==> config.mk <==
export PLATFORM = sky130hd
export DESIGN_NAME = burst_gen_flat
export DESIGN_NICKNAME = d
export VERILOG_FILES = /design/src/rtl/burst_gen_if.sv /design/src/rtl/burst_gen.sv /design/src/flat_wrapper.sv
export SDC_FILE = /design/constraint.sdc
export NUM_CORES = 1
export LEC_CHECK = 0
export BUFFER_PORTS_ARGS = -buffer_cell sky130_fd_sc_hd__buf_4
export CORE_MARGIN = 3
export CORE_UTILIZATION = 38
export DETAILED_ROUTE_END_ITERATION = 12
export GPL_TIMING_DRIVEN = 1
export MAX_ROUTING_LAYER = met4
export SYNTH_ARGS = -nofsm -noshare
export SYNTH_HDL_FRONTEND = slang
export SYNTH_SLANG_ARGS = --single-unit
==> constraint.sdc <==
create_clock -name clock -period 4.7 [get_ports clock]
set_input_delay 0.47 -clock clock [delete_from_list [all_inputs] [get_ports clock]]
set_output_delay 0.47 -clock clock [all_outputs]
set_load 0.01 [all_outputs]
==> src/rtl/burst_gen_if.sv <==
// rtl/burst_gen_if.sv - sample stream bundle between burst_gen and its consumer
interface burst_gen_if;
    logic [31:0] sample;
    logic        sample_valid;
    logic        sample_ready;

    modport master (
        output sample,
        output sample_valid,
        input  sample_ready
    );

    modport slave (
        input  sample,
        input  sample_valid,
        output sample_ready
    );
endinterface

==> src/rtl/burst_gen.sv <==
// rtl/burst_gen.sv - skip/burst/gap sample sequencer; BURST_GEN_RAMP_EN adds a 3-word amplitude ramp
module burst_gen #(
    parameter int CNT_W = 16,
    parameter int NB_W  = 8
) (
    input  logic              clock,
    input  logic              reset_n,
    input  logic              enable,
    input  logic              start,
    input  logic              abort,
    input  logic [15:0]       amplitude,
    input  logic [CNT_W-1:0]  skip,
    input  logic [CNT_W-1:0]  burst_len,
    input  logic [CNT_W-1:0]  gap_len,
    input  logic [NB_W-1:0]   nb_bursts,
    burst_gen_if.master       sample_if,
    output logic              busy,
    output logic              done
);

    typedef enum logic [1:0] {
        ST_IDLE,
        ST_SKIP,
        ST_BURST,
        ST_GAP
    } state_t;

    state_t             state_q, state_d;
    logic [CNT_W-1:0]   cnt_q, cnt_d;
    logic [NB_W-1:0]    bursts_left_q, bursts_left_d;
    logic signed [15:0] amp_q, amp_d;
    logic [CNT_W-1:0]   skip_len_q, skip_len_d;
    logic [CNT_W-1:0]   burst_len_q, burst_len_d;
    logic [CNT_W-1:0]   gap_len_q, gap_len_d;
    logic               done_q, done_d;

    logic               accept;
    logic               skip_last;
    logic               burst_last;
    logic               gap_last;
    logic signed [15:0] mag;
    logic signed [15:0] i_word;

    // Negating -32768 would wrap back to itself; clamp to the largest positive value.
    function automatic logic signed [15:0] sat_neg(input logic signed [15:0] x);
        if (x == 16'sh8000) begin
            return 16'sh7FFF;
        end
        return -x;
    endfunction

    always_comb begin
        sample_if.sample_valid = enable && (state_q != ST_IDLE);
        accept     = sample_if.sample_valid && sample_if.sample_ready;
        skip_last  = (cnt_q == skip_len_q - 1'b1);
        burst_last = (cnt_q == burst_len_q - 1'b1);
        gap_last   = (cnt_q == gap_len_q - 1'b1);
    end

    always_comb begin
`ifdef BURST_GEN_RAMP_EN
        if (cnt_q == '0) begin
            mag = amp_q >>> 3;
        end else if (cnt_q == CNT_W'(1)) begin
            mag = amp_q >>> 2;
        end else if (cnt_q == CNT_W'(2)) begin
            mag = amp_q >>> 1;
        end else begin
            mag = amp_q;
        end
`else
        mag = amp_q;
`endif
        // Even word index within a burst is +A, odd is -A.
        i_word = cnt_q[0] ? sat_neg(mag) : mag;
        if (state_q == ST_BURST) begin
            sample_if.sample = {i_word, 16'h0000};
        end else begin
            sample_if.sample = 32'h0000_0000;
        end
    end

    always_comb begin
        state_d       = state_q;
        cnt_d         = cnt_q;
        bursts_left_d = bursts_left_q;
        amp_d         = amp_q;
        skip_len_d    = skip_len_q;
        burst_len_d   = burst_len_q;
        gap_len_d     = gap_len_q;
        done_d        = 1'b0;

        if (abort) begin
            state_d = ST_IDLE;
            cnt_d   = '0;
        end else begin
            case (state_q)
                ST_IDLE: begin
                    if (enable && start && (burst_len != '0) && (nb_bursts != '0)) begin
                        amp_d         = amplitude;
                        skip_len_d    = skip;
                        burst_len_d   = burst_len;
                        gap_len_d     = gap_len;
                        bursts_left_d = nb_bursts;
                        cnt_d         = '0;
                        state_d       = (skip == '0) ? ST_BURST : ST_SKIP;
                    end
                end
                ST_SKIP: begin
                    if (accept) begin
                        if (skip_last) begin
                            cnt_d   = '0;
                            state_d = ST_BURST;
                        end else begin
                            cnt_d = cnt_q + 1'b1;
                        end
                    end
                end
                ST_BURST: begin
                    if (accept) begin
                        if (burst_last) begin
                            cnt_d = '0;
                            if (bursts_left_q == NB_W'(1)) begin
                                state_d = ST_IDLE;
                                done_d  = 1'b1;
                            end else begin
                                bursts_left_d = bursts_left_q - 1'b1;
                                state_d       = (gap_len_q != '0) ? ST_GAP : ST_BURST;
                            end
                        end else begin
                            cnt_d = cnt_q + 1'b1;
                        end
                    end
                end
                ST_GAP: begin
                    if (accept) begin
                        if (gap_last) begin
                            cnt_d   = '0;
                            state_d = ST_BURST;
                        end else begin
                            cnt_d = cnt_q + 1'b1;
                        end
                    end
                end
                default: begin
                    state_d = ST_IDLE;
                    cnt_d   = '0;
                end
            endcase
        end
    end

    always_ff @(posedge clock or negedge reset_n) begin
        if (!reset_n) begin
            state_q       <= ST_IDLE;
            cnt_q         <= '0;
            bursts_left_q <= '0;
            amp_q         <= '0;
            skip_len_q    <= '0;
            burst_len_q   <= '0;
            gap_len_q     <= '0;
            done_q        <= 1'b0;
        end else begin
            state_q       <= state_d;
            cnt_q         <= cnt_d;
            bursts_left_q <= bursts_left_d;
            amp_q         <= amp_d;
            skip_len_q    <= skip_len_d;
            burst_len_q   <= burst_len_d;
            gap_len_q     <= gap_len_d;
            done_q        <= done_d;
        end
    end

    assign busy = (state_q != ST_IDLE);
    assign done = done_q;

endmodule

==> src/flat_wrapper.sv <==
// flat-port wrapper written by rule: the top's interface ports become plain ports
module burst_gen_flat 
#(
    parameter int CNT_W = 16,
    parameter int NB_W  = 8
)
  (clock, reset_n, enable, start, abort, amplitude, skip, burst_len, gap_len, nb_bursts, busy, done, sample_if_sample, sample_if_sample_valid, sample_if_sample_ready);
  burst_gen_if sample_if_i ();
  input  logic clock;
  input  logic reset_n;
  input  logic enable;
  input  logic start;
  input  logic abort;
  input  logic [15:0] amplitude;
  input  logic [CNT_W-1:0] skip;
  input  logic [CNT_W-1:0] burst_len;
  input  logic [CNT_W-1:0] gap_len;
  input  logic [NB_W-1:0] nb_bursts;
  output logic busy;
  output logic done;
  output wire logic [$bits(sample_if_i.sample)-1:0] sample_if_sample;
  output wire logic [$bits(sample_if_i.sample_valid)-1:0] sample_if_sample_valid;
  input wire logic [$bits(sample_if_i.sample_ready)-1:0] sample_if_sample_ready;
  assign sample_if_sample = sample_if_i.sample;
  assign sample_if_sample_valid = sample_if_i.sample_valid;
  assign sample_if_i.sample_ready = sample_if_sample_ready;
  burst_gen #(.CNT_W(CNT_W), .NB_W(NB_W)) u_core (.clock(clock), .reset_n(reset_n), .enable(enable), .start(start), .abort(abort), .amplitude(amplitude), .skip(skip), .burst_len(burst_len), .gap_len(gap_len), .nb_bursts(nb_bursts), .sample_if(sample_if_i), .busy(busy), .done(done));
endmodule
Word-level counts from Yosys, hierarchy flattened --
Cells that the tools add are included.
Cells by class: reduce and logical (&&, ||, !) cells 16, add/subtract/negate cells 6, bitwise logic cells 1, equality and inequality tests 19, mux-type cells 36
Operators with widths (count):
- 2-to-1 mux 16 bit | 11
- case mux 16 bit (4 select lines) | 1
- equality test 16 bit | 3
- subtractor 16 x 1 -> 16 bit (second input constant) | 3
- 2-to-1 mux 32 bit | 1
- 2-to-1 mux 8 bit | 4
- nonzero test 16 bit | 2
- != test 3 x 2 -> 1 bit (second input constant) | 7
- 2-to-1 mux 2 bit | 10
- adder 16 x 1 -> 16 bit (second input constant) | 1
- equality test 16 bit (second input constant) | 1
- logical NOT 16 bit | 1
- negation 16 bit | 1
- case mux 8 bit (2 select lines) | 1
- equality test 8 x 1 -> 1 bit (second input constant) | 1
- case mux 2 bit (4 select lines) | 1
- nonzero test 8 bit | 1
- subtractor 8 x 1 -> 8 bit (second input constant) | 1
- 2-to-1 mux 1 bit | 7
- AND reduction 7 bit | 1
- != test 2 x 1 -> 1 bit (second input constant) | 3
- AND reduction 6 bit | 1
- logical AND 1 bit | 5
- equality test 2 bit (second input constant) | 2
- other kinds (7) | 8
Storage, ports and cells: register bits 91, input bits 78, output and inout port bits 35, logic and storage cells 86

Logic depth before layout (Yosys ltp) --
Gate-level depths: netlist (run 1).
depth after elaboration 7, depth in mapped cells 11

Worst setup path after synthesis (run 1) --
No wires, ideal clock.
kind register to register, start point register u_core.gap_len_q[0], end point register u_core.cnt_q[13], stages on the path, launching flop included 10, arrival time 3128 ps, setup slack 1446 ps, required time 4574 ps, buffers on the path 0, period minus slack after synthesis 3254 ps, cell sequence dfrtp_1 inv_1 ha_1 xnor2_1 or4_1 or4_1 or4b_4 o211ai_4 a21oi_2 a221o_1
Between the ends: cells in the longest elaborated chain, start to end 6
RTL lines:
- from (decl) | line burst_gen.sv:34 | logic [CNT_W-1:0] gap_len_q, gap_len_d;
- from (signal assigned) | line burst_gen.sv:170 | gap_len_q <= gap_len_d;
- subtractor 16 x 1 -> 16 bit | line burst_gen.sv:57 | gap_last = (cnt_q == gap_len_q - 1'b1);
- equality test 16 bit | line burst_gen.sv:57
- 2-to-1 mux 16 bit | line burst_gen.sv:137 | if (gap_last) begin
- 2-to-1 mux 16 bit | line burst_gen.sv:136 | if (accept) begin
- case mux 16 bit (4 select lines) | line burst_gen.sv:97 | case (state_q)
- 2-to-1 mux 16 bit | line burst_gen.sv:93 | if (abort) begin
- to (signal assigned) | line burst_gen.sv:165 | cnt_q <= cnt_d;
- to (decl) | line burst_gen.sv:29 | logic [CNT_W-1:0] cnt_q, cnt_d;
Every way passes these cells. The select of a mux whose other input is x is not followed. A chain may end at the register's enable or synchronous reset.

Worst setup path in the final report (run 1) --
Same ends and word-level chain as after synthesis.

==> flow_metrics.env, run 1 <==
export IMPL_status="finished, final reports clean"
export IMPL_path_cells="inv_1 > ha_1 > xnor2_1 > or4_1 > or4_1 > or4b_4 > o211ai_4 > a21oi_2 > a221o_1"
export IMPL_dp_cells=978
export IMPL_dr_pass1_iters=5
export IMPL_synth_top_cell_by_area="dfrtp_1"
export IMPL_h_tree_depth=3
export IMPL_ff_latch_area_sq_um=2277
export IMPL_via_per_inst=5.730
export IMPL_clkPwrFrac_pct=20.1
export IMPL_relSlewSlack_pct=32.85
export IMPL_drc_errors=0
export IMPL_hold_class="in2async"
export IMPL_dr_first_iter_drc_count=401
export IMPL_whs_ps=260.0
export IMPL_multi_input_area_sq_um=3866
export IMPL_switching_power_mw=1.617
export IMPL_rows=47
export IMPL_yosysSeqAreaShare_pct=35.14
export IMPL_synthTopCellsByCount="91 x dfrtp_1, 65 x mux2_2, 39 x nand2_1"
export IMPL_yosysUniqueCellTypes=72
export IMPL_grt_overflow=0
export IMPL_diodes=0
export IMPL_period_share_pct=78.11
export IMPL_track_usage_pct=19.75
export IMPL_ys_flop_type="dfrtp_1"
export IMPL_combPwrFrac_pct=40.3
export IMPL_cts_path_max_buffers=2
export IMPL_cts_resized=0
export IMPL_crit_path_top_delay_cell="or4b_4"
export IMPL_netSwitchingFraction_pct=40.37
export IMPL_power_frac_seq_pct=39.6
export IMPL_cts_setup_buffers=0
export IMPL_ir_drop_mv=0.2337
export IMPL_cts_sinks=91
export IMPL_fillCellCount=1578
export IMPL_cts_clk_slew_worst_paths_ps=70
export IMPL_ys_seq_elements=91
export IMPL_finalClockSkew_ps=10.81
export IMPL_synth_most_common_cell="dfrtp_1"
export IMPL_hold_buffers=0
export IMPL_maxSlewViolCount=0
export IMPL_setup_viol=0
export IMPL_synth_area_per_cell_sq_um=9.206
export IMPL_path_max_fanout=18
export IMPL_num_vias=5696
export IMPL_place_gp_congestion=0.8842
export IMPL_final_area_sq_um=7572
export IMPL_critPathLaunch="u_core.gap_len_q[0]$_DFFE_PN0P_"
export IMPL_fin_crit_ps=3671
export IMPL_power_total_mw=4.004
export IMPL_place_area_sq_um=7252
export IMPL_cellLeakagePower_nw=3.185
export IMPL_p_int_mw=2.388
export IMPL_grt_busiest_layer="met2"
export IMPL_wl_per_cell_um=17.78
export IMPL_synth_top_cell_area_share_pct=35.14
export IMPL_grt_pass1_wl_um=28480
export IMPL_worst_pin_slew_ps=1004
export IMPL_clk_insertion_delay_late_ps=350
export IMPL_grt_pass1_vias=5601
export IMPL_cts_buffers=9
export IMPL_synth_edf_count=0
export IMPL_grt_use_met1_pct=26.47
export IMPL_async_reset_ff_share_pct=100.0
export IMPL_area_growth_pct=16.83
export IMPL_hold_viol=0
export IMPL_initial_utilization_pct=38.94
export IMPL_dieArea_sq_um=18660
export IMPL_totalWireLength_um=17670
export IMPL_maxCapViolCount=0
export IMPL_grt_max_degree=72
export IMPL_cts_tree="yes"
export IMPL_crit_required_ps=4930
export IMPL_startpoint_type="register"
export IMPL_fmax_ghz=0.2724
export IMPL_r2r_start="u_core.gap_len_q[0]$_DFFE_PN0P_"
export IMPL_core_area_sq_um=16640
export IMPL_crit_arrival_ps=3910
export IMPL_nets=854
export IMPL_yosys_warnings=0
export IMPL_met2_usage_pct=31.16
export IMPL_synth_cells=704
export IMPL_end_kind="register"
export IMPL_fin_util_pct=45.50
export IMPL_cpPeakStageDelay_ps=570
export IMPL_antenna_left=0
export IMPL_io_pins=113
export IMPL_grt_antenna_before_repair=0
export IMPL_worst_slack_ps=1029
export IMPL_syn_cell_area_sq_um=6481
export IMPL_die_x_um=136.6
export IMPL_grtUsageMet3_pct=2.169
export IMPL_die_h_um=136.6
export IMPL_rsz0062_at_grt="no"
export IMPL_layout_drive_gt1_share_pct=26.23
export IMPL_port_buffers=96
export IMPL_place_ws_ps=1042
export IMPL_crit_type="reg2reg"
export IMPL_critical_path_most_common_cell="or4_1"
export IMPL_synth_area_top_cells="dfrtp_1 35%, mux2_2 11%, xor2_1 4.6%"
export IMPL_fin_cells=994
export IMPL_pwr_density_cell_nw_per_um2=528.8
export IMPL_fin_setup_tns_ps=0
export IMPL_dp_hpwl_um=12740
export IMPL_root_buffer="clkbuf_16"
==> layer usage <==
layer | vias to the layer above | share of wire [%]
met5 | - | 0
met4 | 0 | 1.8
met3 | 23 | 4.7
met2 | 204 | 48
met1 | 2776 | 45
li1 | 2693 | -
==> cell usage in the layout (no fill, tap or decap), types with 12 or more instances in the layout <==
cell      count
a21o_1       12
a21oi_1      30
buf_4       100
conb_1       16
dfrtp_1      91
inv_1        22
mux2_2       65
nand2_1      39
nand2b_1     19
nand3_1      22
nand4_1      12
nor2_1       29
nor3_1       21
nor4_1       27
o21ai_0      32
or3_1        15
xnor2_1      30
xor2_1       34
==> final cells by class <==
class	instances	area share, %
repair buffers	100	9.914
well taps	220	3.635
clock buffers	12	3.255
clock inverters	4	0.9749
flip-flops and latches	91	30.07
inverters	22	1.091
multi-input cells	545	51.06
==> registers in the layout (all words and copies together) (netlist names) <==
register / cells
u_core.bursts_left_q: 8
u_core.gap_len_q: 16
u_core.cnt_q: 16
u_core.amp_q: 16
u_core.state_q: 2
u_core.burst_len_q: 16
u_core.done: 1
u_core.skip_len_q: 16
==> final timing paths <==
check                      depth (start not counted)  slack, ps                                  end
setup / recovery                                   9       1030         u_core.cnt_q[13]$_DFFE_PN0P_
hold / removal                                     1        260      u_core.gap_len_q[6]$_DFFE_PN0P_
setup reg to reg                                   9       1030         u_core.cnt_q[13]$_DFFE_PN0P_
hold reg to reg                                    1        510  u_core.bursts_left_q[7]$_DFFE_PN0P_
max in group asynchronous                          2       3580                u_core.done$_DFF_PN0_
min in group clock                                 2        340        u_core.state_q[1]$_DFFE_PN0P_
==> kinds of logic (layout without fill, tap and decap cells) <==
| group | count (synthesis) | after routing | synth area share (%) |
|---|---|---|---|
| AO/OA/AOI/OAI | 150 | 150 | 16.10 |
| XOR/XNOR | 64 | 64 | 8.649 |
| adder cells (fa/ha/maj) | 7 | 7 | 1.351 |
| buffers and inverters | 83 | 138 | 6.081 |
| flip-flops | 91 | 91 | 35.14 |
| multiplexers | 70 | 70 | 12.07 |
| other | 1 | 16 | 0.05786 |
| AND/OR/NAND/NOR | 238 | 238 | 20.56 |
==> worst max-delay path: cells and delay by family (launching register included) <==
kind            cells  cell delay, ps
flops               1             450
fa+ha+maj           1             300
buf+inv             1              70
compound gates      3            1010
simple gates        3            1600
xor+xnor            1             120
==> power by group through the flow <==
| stage | Combinational, mW | Sequential (mW) | Clock, mW |
|---|---|---|---|
| 2_1_floorplan | 1.33 | 1.41 | 0 |
| 3_3_place_gp | 1.57 | 1.57 | 0 |
| 3_5_place_dp | 1.60 | 1.59 | 0 |
| 4_1_cts | 1.62 | 1.58 | 0.824 |
| 5_1_grt | 1.81 | 1.64 | 0.843 |
| 6_report | 1.62 | 1.59 | 0.803 |
Note: power is estimated with default switching activity, not from simulation.
==> inputs of run 2 (changes only) <==
clock period = 3.75 ns   (was 4.7 ns; I/O delays follow)
==> run 2 against run 1 <==
  * Worst setup slack worse by 750 ps
  * Routed wire length grew 1.5%
  * Non-clock buffer count is 12 higher
  * Hold slack got worse by 71 ps
  * Final cell count up 1.2%
  * Clock skew fell by 5.3 ps
  * Clock power grew 13%
  * Sequential share of layout area down 0.28 points
  * Critical path depth up 1
  * Largest power group unchanged
==> flow_metrics.env, run 2 (same netlist as run 1, synthesis figures left out) <==
export IMPL_grt_overflow=0
export IMPL_dr_pass1_iters=5
export IMPL_wl_per_cell_um=17.83
export IMPL_ir_drop_mv=0.2559
export IMPL_initial_utilization_pct=38.94
export IMPL_fillCellCount=1589
export IMPL_relSlewSlack_pct=33.98
export IMPL_grt_pass1_vias=5573
export IMPL_path_cells="inv_1 > ha_1 > xnor2_1 > or4_1 > or4_1 > or4b_4 > o211ai_4 > buf_4 > a211oi_1 > a221o_1"
export IMPL_crit_family="simple AND/OR/NAND/NOR gates"
export IMPL_via_per_inst=5.673
export IMPL_hold_buffers=0
export IMPL_fmax_ghz=0.2881
export IMPL_grt_max_degree=75
export IMPL_maxCapViolCount=0
export IMPL_h_tree_depth=3
export IMPL_die_h_um=136.6
export IMPL_rsz0062_at_grt="no"
export IMPL_clk_insertion_delay_late_ps=350
export IMPL_final_cell_mix="111 x buf_4, 91 x dfrtp_1, 65 x mux2_2"
export IMPL_die_x_um=136.6
export IMPL_place_gp_congestion=0.8489
export IMPL_pwr_density_cell_nw_per_um2=648.0
export IMPL_dr_first_iter_drc_count=335
export IMPL_hold_class="in2async"
export IMPL_core_area_sq_um=16640
export IMPL_cts_buffers=9
export IMPL_grt_antenna_before_repair=0
export IMPL_setup_viol=0
export IMPL_end_kind="register"
export IMPL_totalWireLength_um=17940
export IMPL_maxSlewViolCount=0
export IMPL_layout_drive_gt1_share_pct=27.61
export IMPL_track_usage_pct=19.93
export IMPL_whs_ps=189.5
export IMPL_final_common_cell="buf_4"
export IMPL_diodes=0
export IMPL_root_buffer="clkbuf_16"
export IMPL_dieArea_sq_um=18660
export IMPL_cts_tree="yes"
export IMPL_cts_sinks=91
export IMPL_netSwitchingFraction_pct=41.24
export IMPL_cellLeakagePower_nw=3.229
export IMPL_dp_hpwl_um=13210
export IMPL_crit_required_ps=3990
export IMPL_num_vias=5707
export IMPL_cpPeakStageDelay_ps=580
export IMPL_place_area_sq_um=7355
export IMPL_switching_power_mw=2.043
export IMPL_fin_crit_ps=3472
export IMPL_cts_clk_slew_worst_paths_ps=70
export IMPL_startpoint_type="register"
export IMPL_clkPwrFrac_pct=18.3
export IMPL_finalClockSkew_ps=5.517
export IMPL_final_area_sq_um=7644
export IMPL_cts_resized=0
export IMPL_fin_setup_tns_ps=0
export IMPL_cts_path_max_buffers=2
export IMPL_crit_type="reg2reg"
export IMPL_grt_pass1_wl_um=28500
export IMPL_io_pins=113
export IMPL_critical_path_most_common_cell="or4_1"
export IMPL_p_int_mw=2.910
export IMPL_port_buffers=96
export IMPL_combPwrFrac_pct=42.0
export IMPL_worst_pin_slew_ps=990.3
export IMPL_status="finished, final reports clean"
export IMPL_crit_path_top_delay_cell="or4b_4"
export IMPL_period_share_pct=92.57
export IMPL_area_growth_pct=17.93
export IMPL_rows=47
export IMPL_crit_arrival_ps=3710
export IMPL_path_max_fanout=10
export IMPL_hold_viol=0
export IMPL_nets=866
export IMPL_cp_num_buf_inv=2
export IMPL_power_frac_seq_pct=39.8
export IMPL_cts_setup_buffers=0
export IMPL_antenna_left=0
export IMPL_drc_errors=0
[run 2: cell count changes in the layout (fill, tap and decap cells not counted), sizes merged]
cell / previous run / this run
buf: 100 / 112
bufinv: 2 / 0
clkbuf: 12 / 11
clkinv: 2 / 1
clkinvlp: 0 / 3
inv: 22 / 23
[run 2: metal layers]
metal / wire [um] / global-route usage [%] / vias to the layer above
met2: 8686 / 32.12 / 170
met1: 8056 / 25.63 / 2787
met5: 0 / - / -
met4: 365 / 7.167 / 0
li1: - / - / 2725
met3: 828 / 2.904 / 25
[run 2: layout make-up]
cell class / count / area [sq um] / share of cell area [%]
clock buffers: 11 / 252.7 / 3.307
flip-flops and latches: 91 / 2277 / 29.79
clock inverters: 5 / 36.28 / 0.4747
multi-input cells: 545 / 3866 / 50.58
inverters: 22 / 82.58 / 1.080
repair buffers: 112 / 853.3 / 11.16
well taps: 220 / 275.3 / 3.601
[run 2: through the flow]
step	cells	power, mW	util (%)	worst slack [ps]
after global placement	990	3.970	44.19	369.1
after floorplan	719	3.428	-	495.9
after detailed placement	990	4.048	44.19	311.2
final	1006	4.953	45.93	278.5
after global routing	1006	5.322	45.93	151.4
after CTS	1006	4.973	45.93	291.5
[run 2: power by group through the flow]
stage | combinational, mW | sequential [mW] | clock, mW
after global placement | 2.02 | 1.95 | 0
after CTS | 2.08 | 1.97 | 0.928
after global routing | 2.31 | 2.05 | 0.959
after floorplan | 1.66 | 1.76 | 0
final | 2.08 | 1.97 | 0.905
after detailed placement | 2.07 | 1.98 | 0
[run 2: path summary, 6_finish.rpt]
| check | startpoint | to | slack (ps) | cells past startpoint |
|---|---|---|---|---|
| setup / recovery | u_core.gap_len_q[0]$_DFFE_PN0P_ | u_core.cnt_q[13]$_DFFE_PN0P_ | 280 | 10 |
| hold / removal | reset_n | u_core.gap_len_q[8]$_DFFE_PN0P_ | 190 | 1 |
| setup reg to reg | u_core.gap_len_q[0]$_DFFE_PN0P_ | u_core.cnt_q[13]$_DFFE_PN0P_ | 280 | 10 |
| hold reg to reg | u_core.bursts_left_q[7]$_DFFE_PN0P_ | u_core.bursts_left_q[7]$_DFFE_PN0P_ | 520 | 1 |
| max in group asynchronous | reset_n | u_core.skip_len_q[2]$_DFFE_PN0P_ | 2740 | 2 |
| min in group clock | amplitude[10] | u_core.amp_q[10]$_DFFE_PN0P_ | 250 | 2 |
==> inputs of run 3 (changes only) <==
ABC_AREA = 1   (was unset)
CAP_MARGIN = 10   (was unset)
==> run 3 against run 2 <==
  * Clock power down 3.1%
  * Clock-buffer cell count down 1
  * Flip-flop and latch count is the same
  * Worst setup slack improved by 320 ps
  * Highest routed layer unchanged
==> flow_metrics.env, run 3 <==
export IMPL_status="finished, final reports clean"
export IMPL_cts_sinks=91
export IMPL_initial_utilization_pct=39.31
export IMPL_cellLeakagePower_nw=4.089
export IMPL_nets=1214
export IMPL_cts_buffers=9
export IMPL_min_to="u_core.amp_q[3]$_DFFE_PN0P_"
export IMPL_track_usage_pct=19.66
export IMPL_rsz0062_at_grt="no"
export IMPL_syn_cell_area_sq_um=7182
export IMPL_period_share_pct=84.09
export IMPL_cts_setup_buffers=0
export IMPL_dr_first_iter_drc_count=383
export IMPL_place_gp_congestion=0.8817
export IMPL_worstHoldStart="amplitude[3]"
export IMPL_fillCellCount=1951
export IMPL_cts_clk_slew_worst_paths_ps=70
export IMPL_synth_top_cell_area_share_pct=31.71
export IMPL_maxCapViolCount=0
export IMPL_finalClockSkew_ps=8.931
export IMPL_clkPwrFrac_pct=16.9
export IMPL_synth_area_per_cell_sq_um=6.853
export IMPL_antenna_left=0
export IMPL_path_max_fanout=12
export IMPL_critical_path_most_common_cell="inv_1"
export IMPL_crit_arrival_ps=2780
export IMPL_cts_resized=0
export IMPL_power_total_mw=5.186
export IMPL_rows=49
export IMPL_final_common_cell="nand2_1"
export IMPL_grt_max_degree=40
export IMPL_ir_drop_mv=0.2811
export IMPL_h_tree_depth=3
export IMPL_grt_antenna_before_repair=0
export IMPL_pwr_density_cell_nw_per_um2=622.9
export IMPL_synth_cells=1048
export IMPL_totalWireLength_um=19550
export IMPL_startpoint_type="register"
export IMPL_switching_power_mw=2.346
export IMPL_power_frac_seq_pct=35.7
export IMPL_ys_flop_type="dfrtp_1"
export IMPL_yosysUniqueCellTypes=44
export IMPL_grt_pass1_vias=6315
export IMPL_area_growth_pct=15.92
export IMPL_hold_viol=0
export IMPL_synth_most_common_cell="nand2_1"
export IMPL_p_int_mw=2.840
export IMPL_cts_tree="yes"
export IMPL_grt_overflow=0
export IMPL_synth_area_top_cells="dfrtp_1 32%, nand2_1 14%, nor2_1 8.2%"
export IMPL_crit_type="reg2out"
export IMPL_fin_setup_tns_ps=0
export IMPL_final_cell_mix="267 x nand2_1, 157 x nor2_1, 105 x inv_1"
export IMPL_hold_class="in2reg"
export IMPL_r2r_start="u_core.gap_len_q[0]$_DFFE_PN0P_"
export IMPL_combPwrFrac_pct=47.4
export IMPL_yosys_warnings=0
export IMPL_dr_pass1_iters=5
export IMPL_cts_path_max_buffers=2
export IMPL_reg2reg_depth=17
export IMPL_r2r_setup_slack_ps=1270
export IMPL_fin_crit_ps=3153
export IMPL_hold_depth=2
export IMPL_yosysSeqAreaShare_pct=31.71
export IMPL_synthTopCellsByCount="267 x nand2_1, 157 x nor2_1, 105 x inv_1"
export IMPL_clk_insertion_delay_late_ps=360
export IMPL_root_buffer="clkbuf_16"
export IMPL_synth_top_cell_by_area="dfrtp_1"
export IMPL_crit_path_top_delay_cell="nand4_1"
export IMPL_worst_pin_slew_ps=736.0
export IMPL_dieArea_sq_um=20590
export IMPL_wl_per_cell_um=14.34
export IMPL_path_cells="inv_1 > ha_1 > inv_1 > nor3_1 > inv_1 > nor3_1 > nand4_1 > inv_1 > a21oi_1 > o21ai_0 > nand2_1 > inv_1 > buf_4"
export IMPL_maxSlewViolCount=0
export IMPL_synth_edf_count=0
export IMPL_ys_seq_elements=91
export IMPL_drc_errors=0
export IMPL_num_vias=6776
export IMPL_core_area_sq_um=18270
export IMPL_relSlewSlack_pct=50.75
export IMPL_async_reset_ff_share_pct=100.0
export IMPL_dp_hpwl_um=15380
export IMPL_cpPeakStageDelay_ps=490
export IMPL_grt_pass1_wl_um=31420
export IMPL_crit_required_ps=3380
export IMPL_die_x_um=143.5
export IMPL_die_h_um=143.5
export IMPL_port_buffers=96
export IMPL_io_pins=113
export IMPL_layout_drive_gt1_share_pct=18.78
export IMPL_diodes=0
export IMPL_whs_ps=248.5
export IMPL_via_per_inst=4.971
export IMPL_r2r_end="u_core.cnt_q[3]$_DFFE_PN0P_"
export IMPL_fmax_ghz=0.3171
export IMPL_end_kind="primary output"
export IMPL_setup_viol=0
export IMPL_netSwitchingFraction_pct=45.24
run 3: cell count changes after synthesis, sizes merged, moves of 11 or more:
| cell | before | now |
|---|---|---|
| or3 | 15 | 1 |
| a21o | 12 | 1 |
| clkbuf | 37 | 13 |
| nand3 | 23 | 82 |
| buf | 24 | 37 |
| nand2b | 19 | 0 |
| nand2 | 39 | 276 |
| nor4 | 27 | 13 |
| a21oi | 31 | 50 |
| nor2 | 29 | 177 |
| inv | 22 | 114 |
| mux2 | 65 | 28 |
run 3: area by class of cell:
| class | count | area [sq um] | share of cell area (%) |
|---|---|---|---|
| clock inverter | 6 | 48.80 | 0.5861 |
| tap | 229 | 286.5 | 3.442 |
| timing repair buffer | 105 | 803.3 | 9.648 |
| inverter | 114 | 427.9 | 5.140 |
| multi-input combinational | 808 | 4253 | 51.08 |
| sequential | 91 | 2277 | 27.35 |
| clock buffer | 10 | 229.0 | 2.750 |
run 3: cell families (layout without fill, tap and decap cells):
| logic type | after synthesis | after routing | synth area share [%] |
|---|---|---|---|
| muxes | 28 | 28 | 4.390 |
| and+or+nand+nor | 603 | 603 | 38.07 |
| adders and majority gates | 7 | 7 | 1.219 |
| buffers and inverters | 164 | 235 | 10.03 |
| AOI/OAI and AO/OA | 97 | 97 | 7.579 |
| other | 1 | 16 | 0.05221 |
| xor gates and xnor gates | 57 | 57 | 6.951 |
| DFF | 91 | 91 | 31.71 |
run 3: per-layer routing:
| metal | track usage [%] | share of wire (%) |
|---|---|---|
| met3 | 2.829 | 4.9 |
| met1 | 25.35 | 46 |
| met5 | - | 0 |
| met4 | 5.451 | 1.7 |
| met2 | 32.39 | 47 |
run 3: worst max path at each step:
stage,from,to,slack (ps)
5_1_grt,u_core.amp_q[1]$_DFFE_PN0P_,sample_if_sample[30],260
3_3_place_gp,burst_len[9],u_core.gap_len_q[12]$_DFFE_PN0P_,860
3_5_place_dp,burst_len[9],u_core.gap_len_q[12]$_DFFE_PN0P_,950
2_1_floorplan,u_core.amp_q[0]$_DFFE_PN0P_,sample_if_sample[28],1570
6_report,u_core.amp_q[0]$_DFFE_PN0P_,sample_if_sample[30],600
4_1_cts,u_core.amp_q[0]$_DFFE_PN0P_,sample_if_sample[30],610
run 3: metrics by stage:
| stage | utilization (%) | area [sq um] | worst slack, ps | std cells |
|---|---|---|---|---|
| 2_1_floorplan | - | 7238 | 1571 | 1063 |
| 6_report | 45.57 | 8325 | 596.7 | 1363 |
| 5_1_grt | 45.57 | 8325 | 257.6 | 1363 |
| 3_3_place_gp | 43.99 | 8038 | 861.9 | 1346 |
| 3_5_place_dp | 43.99 | 8038 | 947.8 | 1346 |
| 4_1_cts | 45.57 | 8325 | 611.9 | 1363 |
run 3: critical path, delay by kind of cell, from the launching register on:
kind            cells  cell delay (ps)
compound gates      2              130
fa+ha+maj           1              160
buf+inv             6              710
flops               1              360
simple gates        4             1070
run 3: timing repair:
item                       in CTS  in global routing
setup endpoints to repair       0                  0
hold endpoints to repair       15                  0
hold buffers                    1                  0
run 3: power groups by stage:
stage          sequential [mW]  combinational (mW)  clock (mW)
2_1_floorplan             1.72                1.96           0
3_3_place_gp              1.86                2.43           0
3_5_place_dp              1.86                2.46           0
4_1_cts                   1.85                2.47       0.904
5_1_grt                   1.92                2.82       0.936
6_report                  1.85                2.46       0.877
